## src/rtl/alu_arbiter.sv

```systemverilog
`default_nettype none
// ============================================================================
// Module      : alu_arbiter
// Description : Round-robin arbiter sharing one combinational ALU between two
//               requesters. Registers the winning op, drives the ALU, waits
//               a per-opcode cycle count (MUL/DIV are multicycle paths),
//               captures the result and returns it tagged with the id.
// Revision    : 1.0 - initial release
// ============================================================================
module alu_arbiter #(
    parameter int WIDTH         = 32,
    parameter int CTRL_W        = 5,
    parameter int MULDIV_CYCLES = 4    // legal range 1..15
) (
    input  logic              clk,
    input  logic              rst_n,
    input  logic              req0_valid,
    output logic              req0_ready,
    input  logic [CTRL_W-1:0] req0_ctrl,
    input  logic [WIDTH-1:0]  req0_a,
    input  logic [WIDTH-1:0]  req0_b,
    input  logic              req1_valid,
    output logic              req1_ready,
    input  logic [CTRL_W-1:0] req1_ctrl,
    input  logic [WIDTH-1:0]  req1_a,
    input  logic [WIDTH-1:0]  req1_b,
    output logic              rsp_valid,
    input  logic              rsp_ready,
    output logic              rsp_id,
    output logic [WIDTH-1:0]  rsp_result,
    output logic              rsp_err,
    output logic [CTRL_W-1:0] alu_ctrl,
    output logic [WIDTH-1:0]  alu_srcA,
    output logic [WIDTH-1:0]  alu_srcB,
    input  logic [WIDTH-1:0]  alu_result,
    output logic              busy
);

    localparam logic [1:0] S_IDLE = 2'd0;
    localparam logic [1:0] S_EXEC = 2'd1;
    localparam logic [1:0] S_RESP = 2'd2;

    // Countdown preload for MUL/DIV; a value of 0 means one EXEC cycle.
    localparam logic [3:0]        C_MULDIV_LOAD = 4'(MULDIV_CYCLES - 1);
    localparam logic [CTRL_W-1:0] C_OP_MUL      = CTRL_W'(3);
    localparam logic [CTRL_W-1:0] C_OP_DIV      = CTRL_W'(5);

    logic [1:0]        r_state;
    logic [3:0]        r_cnt;
    logic              r_last_grant;

    logic              w_idle;
    logic              w_grant;
    logic              w_accept;
    logic              w_illegal;
    logic              w_muldiv;
    logic [CTRL_W-1:0] w_ctrl;
    logic [WIDTH-1:0]  w_a;
    logic [WIDTH-1:0]  w_b;

    // Round-robin grant and ready: the port that did not win last time wins a tie.
    always_comb begin
        w_idle = (r_state == S_IDLE);
        if (req0_valid && req1_valid) begin
            w_grant = ~r_last_grant;
        end else begin
            w_grant = req1_valid;
        end
        req0_ready = w_idle && req0_valid && !w_grant;
        req1_ready = w_idle && req1_valid &&  w_grant;
        w_accept   = req0_ready || req1_ready;
        w_ctrl     = w_grant ? req1_ctrl : req0_ctrl;
        w_a        = w_grant ? req1_a    : req0_a;
        w_b        = w_grant ? req1_b    : req0_b;
        w_muldiv   = (w_ctrl == C_OP_MUL) || (w_ctrl == C_OP_DIV);
    end

    // Opcode legality decode of the granted request.
    always_comb begin
        w_illegal = 1'b1;
        case (w_ctrl)
            CTRL_W'(1), CTRL_W'(2), CTRL_W'(3), CTRL_W'(4), CTRL_W'(5),
            CTRL_W'(6), CTRL_W'(9), CTRL_W'(10), CTRL_W'(11), CTRL_W'(12):
                w_illegal = 1'b0;
            default:
                w_illegal = 1'b1;
        endcase
    end

    // Control FSM: accept in IDLE, count down in EXEC, hold the response in RESP.
    always_ff @(posedge clk or negedge rst_n) begin
        if (!rst_n) begin
            r_state      <= S_IDLE;
            r_cnt        <= 4'd0;
            r_last_grant <= 1'b1;
            alu_ctrl     <= '0;
            alu_srcA     <= '0;
            alu_srcB     <= '0;
            rsp_result   <= '0;
            rsp_valid    <= 1'b0;
            rsp_err      <= 1'b0;
            rsp_id       <= 1'b0;
        end else begin
            case (r_state)
                S_IDLE: begin
                    if (w_accept) begin
                        alu_ctrl     <= w_ctrl;
                        alu_srcA     <= w_a;
                        alu_srcB     <= w_b;
                        rsp_id       <= w_grant;
                        r_last_grant <= w_grant;
                        rsp_err      <= w_illegal;
                        r_cnt        <= w_muldiv ? C_MULDIV_LOAD : 4'd0;
                        r_state      <= S_EXEC;
                    end
                end
                S_EXEC: begin
                    if (r_cnt != 4'd0) begin
                        r_cnt <= r_cnt - 4'd1;
                    end else begin
                        rsp_result <= alu_result;
                        rsp_valid  <= 1'b1;
                        r_state    <= S_RESP;
                    end
                end
                S_RESP: begin
                    if (rsp_ready) begin
                        rsp_valid <= 1'b0;
                        rsp_err   <= 1'b0;
                        r_state   <= S_IDLE;
                    end
                end
                default: begin
                    r_state <= S_IDLE;
                end
            endcase
        end
    end

    assign busy = (r_state != S_IDLE);

endmodule
`default_nettype wire

```

## config.mk

```make
export PLATFORM = sky130hd
export DESIGN_NAME = alu_arbiter
export DESIGN_NICKNAME = d
export VERILOG_FILES = /design/src/rtl/alu_arbiter.sv
export SDC_FILE = /design/constraint.sdc
export NUM_CORES = 1
export LEC_CHECK = 0
export ABC_AREA = 1
export CELL_PAD_IN_SITES_DETAIL_PLACEMENT = 1
export CELL_PAD_IN_SITES_GLOBAL_PLACEMENT = 2
export CORE_MARGIN = 5
export CORE_UTILIZATION = 22
export CTS_CLUSTER_DIAMETER = 50
export CTS_CLUSTER_SIZE = 24
export DETAILED_ROUTE_END_ITERATION = 8
export PLACE_DENSITY = 0.89
export SLEW_MARGIN = 20
export SYNTH_ARGS = -nofsm -noshare
export SYNTH_HDL_FRONTEND = slang
export SYNTH_SLANG_ARGS = --single-unit
```

## constraint.sdc

```tcl
create_clock -name clk -period 3.31 [get_ports clk]
set_input_delay 0.662 -clock clk [delete_from_list [all_inputs] [get_ports clk]]
set_output_delay 0.662 -clock clk [all_outputs]
set_load 0.05 [all_outputs]
```

# ---- Word level (Yosys, flattened, before mapping)
# Memories as Yosys holds them, arrays and structs flattened.
# Cells that the tools add are included.
dict set report classes {
  addsub 1
  eq_ne 8
  muxes 18
  bitwise 2
  reduce_logical 20
}
# cell n
set ops {}
lappend ops {{$mux 32} 2}
lappend ops {{$reduce_and 3->1} 4}
lappend ops {{$mux 2} 4}
lappend ops {{$mux 4} 2}
lappend ops {{$pmux 4 s2} 1}
lappend ops {{$reduce_bool 2->1} 4}
lappend ops {{$ne 2x2->1 const B} 3}
lappend ops {{$pmux 2 s3} 1}
lappend ops {{$eq 5x2->1 const B} 1}
lappend ops {{$eq 5x3->1 const B} 1}
lappend ops {{$logic_and 1x1->1} 5}
lappend ops {{$mux 1} 5}
lappend ops {{$mux 5} 1}
lappend ops {{$pmux 1 s2} 2}
lappend ops {{$reduce_and 2->1} 2}
lappend ops {{$reduce_bool 4->1} 1}
lappend ops {{$sub 4x1->4 const B} 1}
lappend ops {{$eq 2x1->1 const B} 1}
lappend ops {{$eq 2x2->1 const B} 1}
lappend ops {{$logic_not 2->1} 1}
lappend ops {{$logic_or 1x1->1} 2}
lappend ops {{$ne 2x1->1 const B} 1}
lappend ops {{$not 1->1} 2}
lappend ops {{$logic_not 1->1} 1}
dict set report totals {
  regBits 111
  romBits 16
  in_bits 175
  output_inout_bits 107
  wordCells 60
  n_memories 1
}
# name words width read_ports rd_clocked_by_memory_dff write_ports line
set mem_list {}
lappend mem_list {{(name not given)} 16 1 1 0 0 81} ;# case (w_ctrl)

# ---- Logic depth before layout (Yosys ltp)
# Gate-level depths: netlist of the first run.
dict set report depth {
  ltp_word 8
  mapped_depth 9
  depth_no_buf 9
}

# ---- Worst setup path before layout of the first run
# Ideal clock, no wire load.
dict set report synth_timing {
  kind {input -> output}
  start {in req1_valid}
  end {out req0_ready}
  t_arrival_ns 1.838
  required_ns 2.648
  setup_slack_ns 0.810
  stages 5
  path_buffers 2
  cell_sequence {buf_4 -> nand2_4 -> inv_1 -> clkbuf_1 -> nor2_1}
}
dict set report synth_via {
  elab_chain_cells 4
}
# element line
set synth_lines {}
lappend synth_lines {{from (decl)} 22} ;# input logic req1_valid,
lappend synth_lines {{$logic_and 1x1->1} 64} ;# if (req0_valid && req1_valid) begin
lappend synth_lines {{$mux 1 *} 64}
lappend synth_lines {{$logic_not 1->1 *} 69} ;# req0_ready = w_idle && req0_valid && !w_grant;
lappend synth_lines {{$logic_and 1x1->1 *} 69}
lappend synth_lines {{to (decl)} 18} ;# output logic req0_ready,
# Every way passes the cells marked *; elsewhere a longest branch is shown, timed or not.

# ---- Final worst setup path of the first run
dict set report layout_timing {
  start {reg r_state[0]}
  end {out busy}
}
dict set report layout_via {
  elab_chain_cells 1
}
# element line
set layout_lines {}
lappend layout_lines {{from (decl)} 48} ;# logic [1:0] r_state;
lappend layout_lines {{from (signal assigned)} 93} ;# r_state <= S_IDLE;
lappend layout_lines {{from (signal assigned)} 114} ;# r_state <= S_EXEC;
lappend layout_lines {{from (signal assigned)} 123} ;# r_state <= S_RESP;
lappend layout_lines {{$reduce_bool 2->1} 140} ;# assign busy = (r_state != S_IDLE);
lappend layout_lines {{to (decl)} 36} ;# output logic busy
# Every way passes these cells.

==> run metrics, run 1 <==
Initial DRC Count=133; RR Startpoint=r_last_grant$_DFFE_PN1P_; antenna-violating nets left=0; P_sw=about 4.6 mW; startpoint type of the worst setup path=flip-flop; input/output buffers=281; post-CTS sizing=0; area of the die=approximately 25000 um2; worst reg2reg path endpoint=r_cnt[0]$_DFFE_PN0P_; # DRC=0; Max-Slew Margin vs Limit=50.1%; top cells by area, synth=dfrtp_1 (56%), nand2_1 (12%), a31oi_1 (8.1%); drt first pass iters=4; Die Ht=160 um; combinational power share=60.6%; Avg WL per Cell=16.8 um; hpwl dp=14100 um; Seq/Total Area, Yosys=56.5%; initial core utilization=between 20 and 25%; highest-count cells in the layout ignoring fill and taps=clkdlybuf4s50_1 (278), nand2_1 (158), dfrtp_1 (110), nor2_1 (78), a31oi_1 (64); Switching Fraction=49.7%; CP Capture Type=output port; vias in the first global route=5099; Slew Limit Fails=0; Distinct cells, synth=24; Final Skew=0.0119 ns; Hold Slack=between 0.2 and 0.3 ns; FP Rows=54; area leader, netlist=dfrtp_1; Clock transition at path regs=0.08 ns; GRT Overall Usage=roughly 14%; Leak=3.49 nW; Setup violations, final=0; DRT Wirelength=18200 um; CTS Buffer Depth=2; Yosys reg bits=111; crit-path max FO=4; antenna violations before repair=1; synthesized area=between 4000 and 5000 um2; HP Class=in2async; Chip Width=between 150 and 200 um; Setup CP Type=reg2out; share of layout cells above drive strength 1=under 10%; largest net degree at the start of global routing=65; sequential power share=26.0%; Setup TNS Final=0 ns; Req. time, crit path=roughly 2.7 ns; P per Cell Area=1120 nW/um2; Tcrit/Tclk final=76.0%; Clock Latency Late Sink=0.36 ns; Tmin final=2.52 ns; CTS tree=done; clock network fraction of total power=13.3%; Congestion Overflow GR=0; Post-CTS Setup Bufs=0; nets=974; RSZ-0062 raised after global routing=no; global-route wire length before repair=28700 um; Worst R2R Path Depth=9; placer's final routability congestion estimate=0.752; Slew @ Worst Pin=approximately 0.75 ns; via-per-instance ratio=approximately 4.4; core outline area=22000 um2; Max Cap Viol=0; I/O pins=282; outcome=complete, no violations; Cells after Synth=530; syn_nets=706; share of the synthesized area in the top cell type=55.9%; P_int=about 4.7 mW; synth warn=0; clk sinks=111; post-cts hold buffer count=0; syn_area_per_cell=a little over 9 um2; Max VDD drop=0.349 mV; area delta synth->final=69.8%; leading cell type in the layout, fill and taps excluded=clkdlybuf4s50_1; Worst R2R Setup Slack=between 1 and 1.5 ns; CTS Buf Count=9; Clock Tree Root=clkbuf_16; antenna cell count=0; vias=~4700; H-tree lvl count=3; CP arrival=1.85 ns; FMAX=0.397 GHz; Hold Fails Final Rpt=0
[through the flow]
stage | std cells | power, mW | util, % | setup WS (ns) | cell area (um2)
floorplan | 530 | 6.13 | - | 0.810 | 4920
global placement | 1067 | 8.08 | 36.5 | 0.812 | 8010
detailed placement | 1067 | 8.20 | 36.5 | 0.708 | 8010
CTS | 1083 | 9.48 | 38.0 | 0.792 | 8350
global route | 1083 | 9.88 | 38.1 | 0.721 | 8360
finish | 1083 | 9.34 | 38.1 | 0.794 | 8360
[power groups by stage]
stage / clock network (mW) / logic [mW] / registers, mW
2_1_floorplan: 0 / 1.46 / 4.68
3_3_place_gp: 0 / 5.66 / 2.42
3_5_place_dp: 0 / 5.73 / 2.47
4_1_cts: 1.30 / 5.74 / 2.45
5_1_grt: 1.35 / 6.00 / 2.53
6_report: 1.25 / 5.66 / 2.43
[state kept, by name, indices dropped and copies added (netlist names)]
register      count
r_cnt             4
rsp_err           1
r_last_grant      1
rsp_result       32
r_state           2
alu_ctrl          5
rsp_id            1
alu_srcA         32
rsp_valid         1
alu_srcB         32
[area by class of cell]
cell class              instances  area, um2
well taps                     280        350
fillers                      2512      13600
repair buffers                290       2940
inverters                      18       67.6
clock inverters                 7        114
multi-input cells             368       1890
flip-flops and latches        111       2780
clock buffers                   9        225
[kinds of logic after synthesis]
family                     count (synthesis)  share of synthesized area, %
muxes                                     32                          7.32
adders and majority gates                  1                         0.254
buffers and inverters                     51                          5.41
DFF                                      111                          56.5
and+or+nand+nor                          255                          20.7
AOI/OAI and AO/OA                         80                          9.81
[cells in the mapped netlist]
master,number
nand4_2,1
nor2_2,1
o31ai_1,1
buf_4,2
o21ai_0,7
dfstp_2,1
mux2_2,32
a31oi_1,64
nand2_1,158
nand3b_1,2
clkbuf_1,2
a21oi_1,8
inv_1,14
nand3_1,9
dfrtp_1,110
ha_1,1
nand2_4,3
nor2_1,78
nor3_1,1
buf_6,5
nand2_2,1
inv_2,4
buf_2,24
nor2_4,1
[worst max-delay path, cell delays in order, from the launching register on]
cell and delay (ns):
dfrtp_1 0.45, inv_2 0.06, nand2_2 0.14, clkdlybuf4s50_1 0.85
[worst max-delay path by stage]
| stage | startpoint | endpoint | slack [ns] |
|---|---|---|---|
| 6_report | r_state[0]$_DFFE_PN0P_ | busy | 0.79 |
| 5_1_grt | r_state[0]$_DFFE_PN0P_ | busy | 0.72 |
| 4_1_cts | r_state[0]$_DFFE_PN0P_ | busy | 0.79 |
| 3_5_place_dp | req0_valid | r_cnt[0]$_DFFE_PN0P_ | 0.71 |
| 3_3_place_gp | req0_valid | req0_ready | 0.81 |
| 2_1_floorplan | req1_valid | req0_ready | 0.81 |
[layer usage]
layer  GRT usage (%)  vias up  share of wire [%]
met2            25.0      203                 49
met5               0        -              0.066
li1                -     2282                  -
met4            3.98        2                1.0
met1            15.4     2228                 40
met3            6.47       14                 11
Power figures use the tool's default switching activity.
==> run 2, diff against run 1 <==
CORE_UTILIZATION = 21   (was 22)
PLACE_DENSITY = 0.86   (was 0.89)
clock period = 2.35 ns   (was 3.31 ns; I/O delays follow)
==> run 2 against run 1 <==
Against the previous run: via count down 0.30%; first-iteration DRC count is 35% higher; clock power is 22% higher; critical path type is now in2out; sequential share of layout area is essentially flat; combinational power rose by 41%; sequential power up 41%; die area up 4.5%; critical path depth is 3 higher; final cell count up 4.0%; clock skew grew 0.00071 ns; non-clock buffer count up 4; power grew 39%.
==> run metrics, run 2 (same netlist as run 1, synthesis figures left out) <==
Multi-input gate area=1880 um2 (-0.46%); outcome=complete, no violations; Slew @ Worst Pin=0.660 ns (-0.0888 ns); Congestion Overflow GR=0 (unchanged); Max VDD drop=0.683 mV (+96%); RSZ-0062 raised after global routing=no; Fill cells=2710 (+7.9%); DRT Wirelength=18100 um (-0.55%); leading cell type in the layout, fill and taps excluded=clkdlybuf4s50_1; register area=2780 um2 (unchanged); Slew Limit Fails=0 (unchanged); share of layout cells above drive strength 1=9.54% (+0.45 points); Critical Path End=req0_ready; FMAX=0.468 GHz; CP Capture Type=output port; Tmin final=around 2.1 ns; post-CTS sizing=0 (unchanged); post-cts hold buffer count=0 (unchanged); HP Class=in2async; antenna cell count=0 (unchanged); CTS tree=done; Die Ht=163 um (+2.2%); area of the die=26600 um2 (+4.5%); GRT Overall Usage=13.3% (-0.88 points); initial core utilization=21.2% (-1.3 points); H-tree lvl count=3 (unchanged); core outline area=23300 um2 (+5.9%); global-route wire length before repair=27900 um (-2.6%); area delta synth->final=70.0%; CTS Buffer Depth=2 (unchanged); Hold Fails Final Rpt=0 (unchanged); via-per-instance ratio=4.19 (-4.1%); vias in the first global route=4976 (-2.4%); Chip Width=163 um (+2.2%); Final Skew=0.0126 ns (+0.000714 ns); Setup violations, final=0 (unchanged); nets=978 (+0.41%); Clock Latency Late Sink=0.35 ns (about the same); Worst R2R Path Depth=5 (-4); input/output buffers=281 (unchanged); Largest regs=alu_srcA (32), alu_srcB (32), rsp_result (32); FP Rows=56 (+3.7%); highest-count cells in the layout ignoring fill and taps=clkdlybuf4s50_1 (277), nand2_1 (158), dfrtp_1 (110), nor2_1 (78), a31oi_1 (64); Max Cap Viol=0 (unchanged); # DRC=0 (unchanged); I/O pins=282 (unchanged); largest net degree at the start of global routing=112 (+72%); Worst R2R Setup Slack=0.66 ns (-0.76 ns); Setup TNS Final=0 ns (unchanged); Tcrit/Tclk final=90.9%; Leak=3.48 nW (-0.41%); antenna violations before repair=0 (-1); crit-path max FO=11 (+7); vias=4715 (-0.30%); clk sinks=111 (unchanged); RR Startpoint=r_cnt[0]$_DFFE_PN0P_; Max-Slew Margin vs Limit=56.0% (+5.9 points); Initial DRC Count=179 (+35%); P per Cell Area=1550 nW/um2 (+38%); Setup CP Type=in2out; Final Non-Filler Cells=1126 (+4.0%); Clock transition at path regs=0.08 ns (about the same); antenna-violating nets left=0 (unchanged); Worst Setup SP=req0_valid; hpwl dp=13800 um (-2.1%); worst reg2reg path endpoint=rsp_result[2]$_DFFE_PN0P_; Clock Tree Root=clkbuf_16; drt first pass iters=4 (unchanged); Avg WL per Cell=16.1 um (-4.4%); CTS Buf Count=9 (unchanged); Post-Place Cells=1110 (+4.0%); Post-CTS Setup Bufs=0 (unchanged); CP arrival=1.67 ns (-0.18 ns); startpoint type of the worst setup path=primary input; placer's final routability congestion estimate=0.737 (-1.9%); Req. time, crit path=1.88 ns (-0.77 ns)
## run 2: cell types whose count changed in the layout (fill, tap and decap cells not counted)
cell,previous run,this run
nand4_2,0,1
nand4_4,1,0
bufinv_16,2,0
buf_4,7,12
clkinv_4,1,2
clkinv_8,1,0
clkdlybuf4s50_1,278,277
clkinvlp_4,0,2
inv_8,1,2
inv_6,2,0
clkbuf_1,0,1
## run 2: worst min path at each step
stage	start	endpoint	cells past startpoint
after floorplan	rst_n	alu_ctrl[0]$_DFFE_PN0P_	0
after global placement	rsp_valid$_DFFE_PN0P_	rsp_valid$_DFFE_PN0P_	2
after detailed placement	rsp_id$_DFFE_PN0P_	rsp_id$_DFFE_PN0P_	2
after CTS	rst_n	rsp_result[22]$_DFFE_PN0P_	2
after global routing	rst_n	rsp_result[22]$_DFFE_PN0P_	2
final	rst_n	rsp_result[22]$_DFFE_PN0P_	2
## run 2: per-layer routing
metal	part of all wire [%]	vias up	track usage, %
met5	0	-	0
met4	1.4	0	3.89
met3	9.3	14	4.82
met2	48	192	22.7
met1	42	2215	15.7
li1	-	2294	-
## run 2: through the flow
step           cell area [um2]  hold slack (ns)  util [%]  worst slack, ns  total power, mW
4_1_cts                   8370            0.228      36.0            0.205             13.2
5_1_grt                   8370            0.254      36.0            0.133             13.7
3_5_place_dp              8090            0.475      34.8            0.177             11.6
6_report                  8370            0.175      36.0            0.213             12.9
3_3_place_gp              8090            0.463      34.8            0.245             11.4
2_1_floorplan             4920            0.174         -            0.234             8.64
## run 2: final cells by class
class	instances	share of cell area (%)
clock buffer	10	2.74
clock inverter	6	0.658
inverter	18	0.807
multi-input combinational	368	22.4
sequential	111	33.2
tap	319	4.77
timing repair buffer	294	35.4
## run 2: critical path, stage by stage
cell	delay, ns
clkdlybuf4s50_1	0.53
nand2_4	0.10
nand2_4	0.15
inv_2	0.06
nor2_1	0.19
buf_12	0.17
## run 2: where the power goes
group          internal (mW)  total [mW]  switching [mW]
clock network          0.742        1.52           0.778
logic                   2.78        8.00            5.21
registers               2.90        3.43           0.536
total                   6.42        12.9            6.53
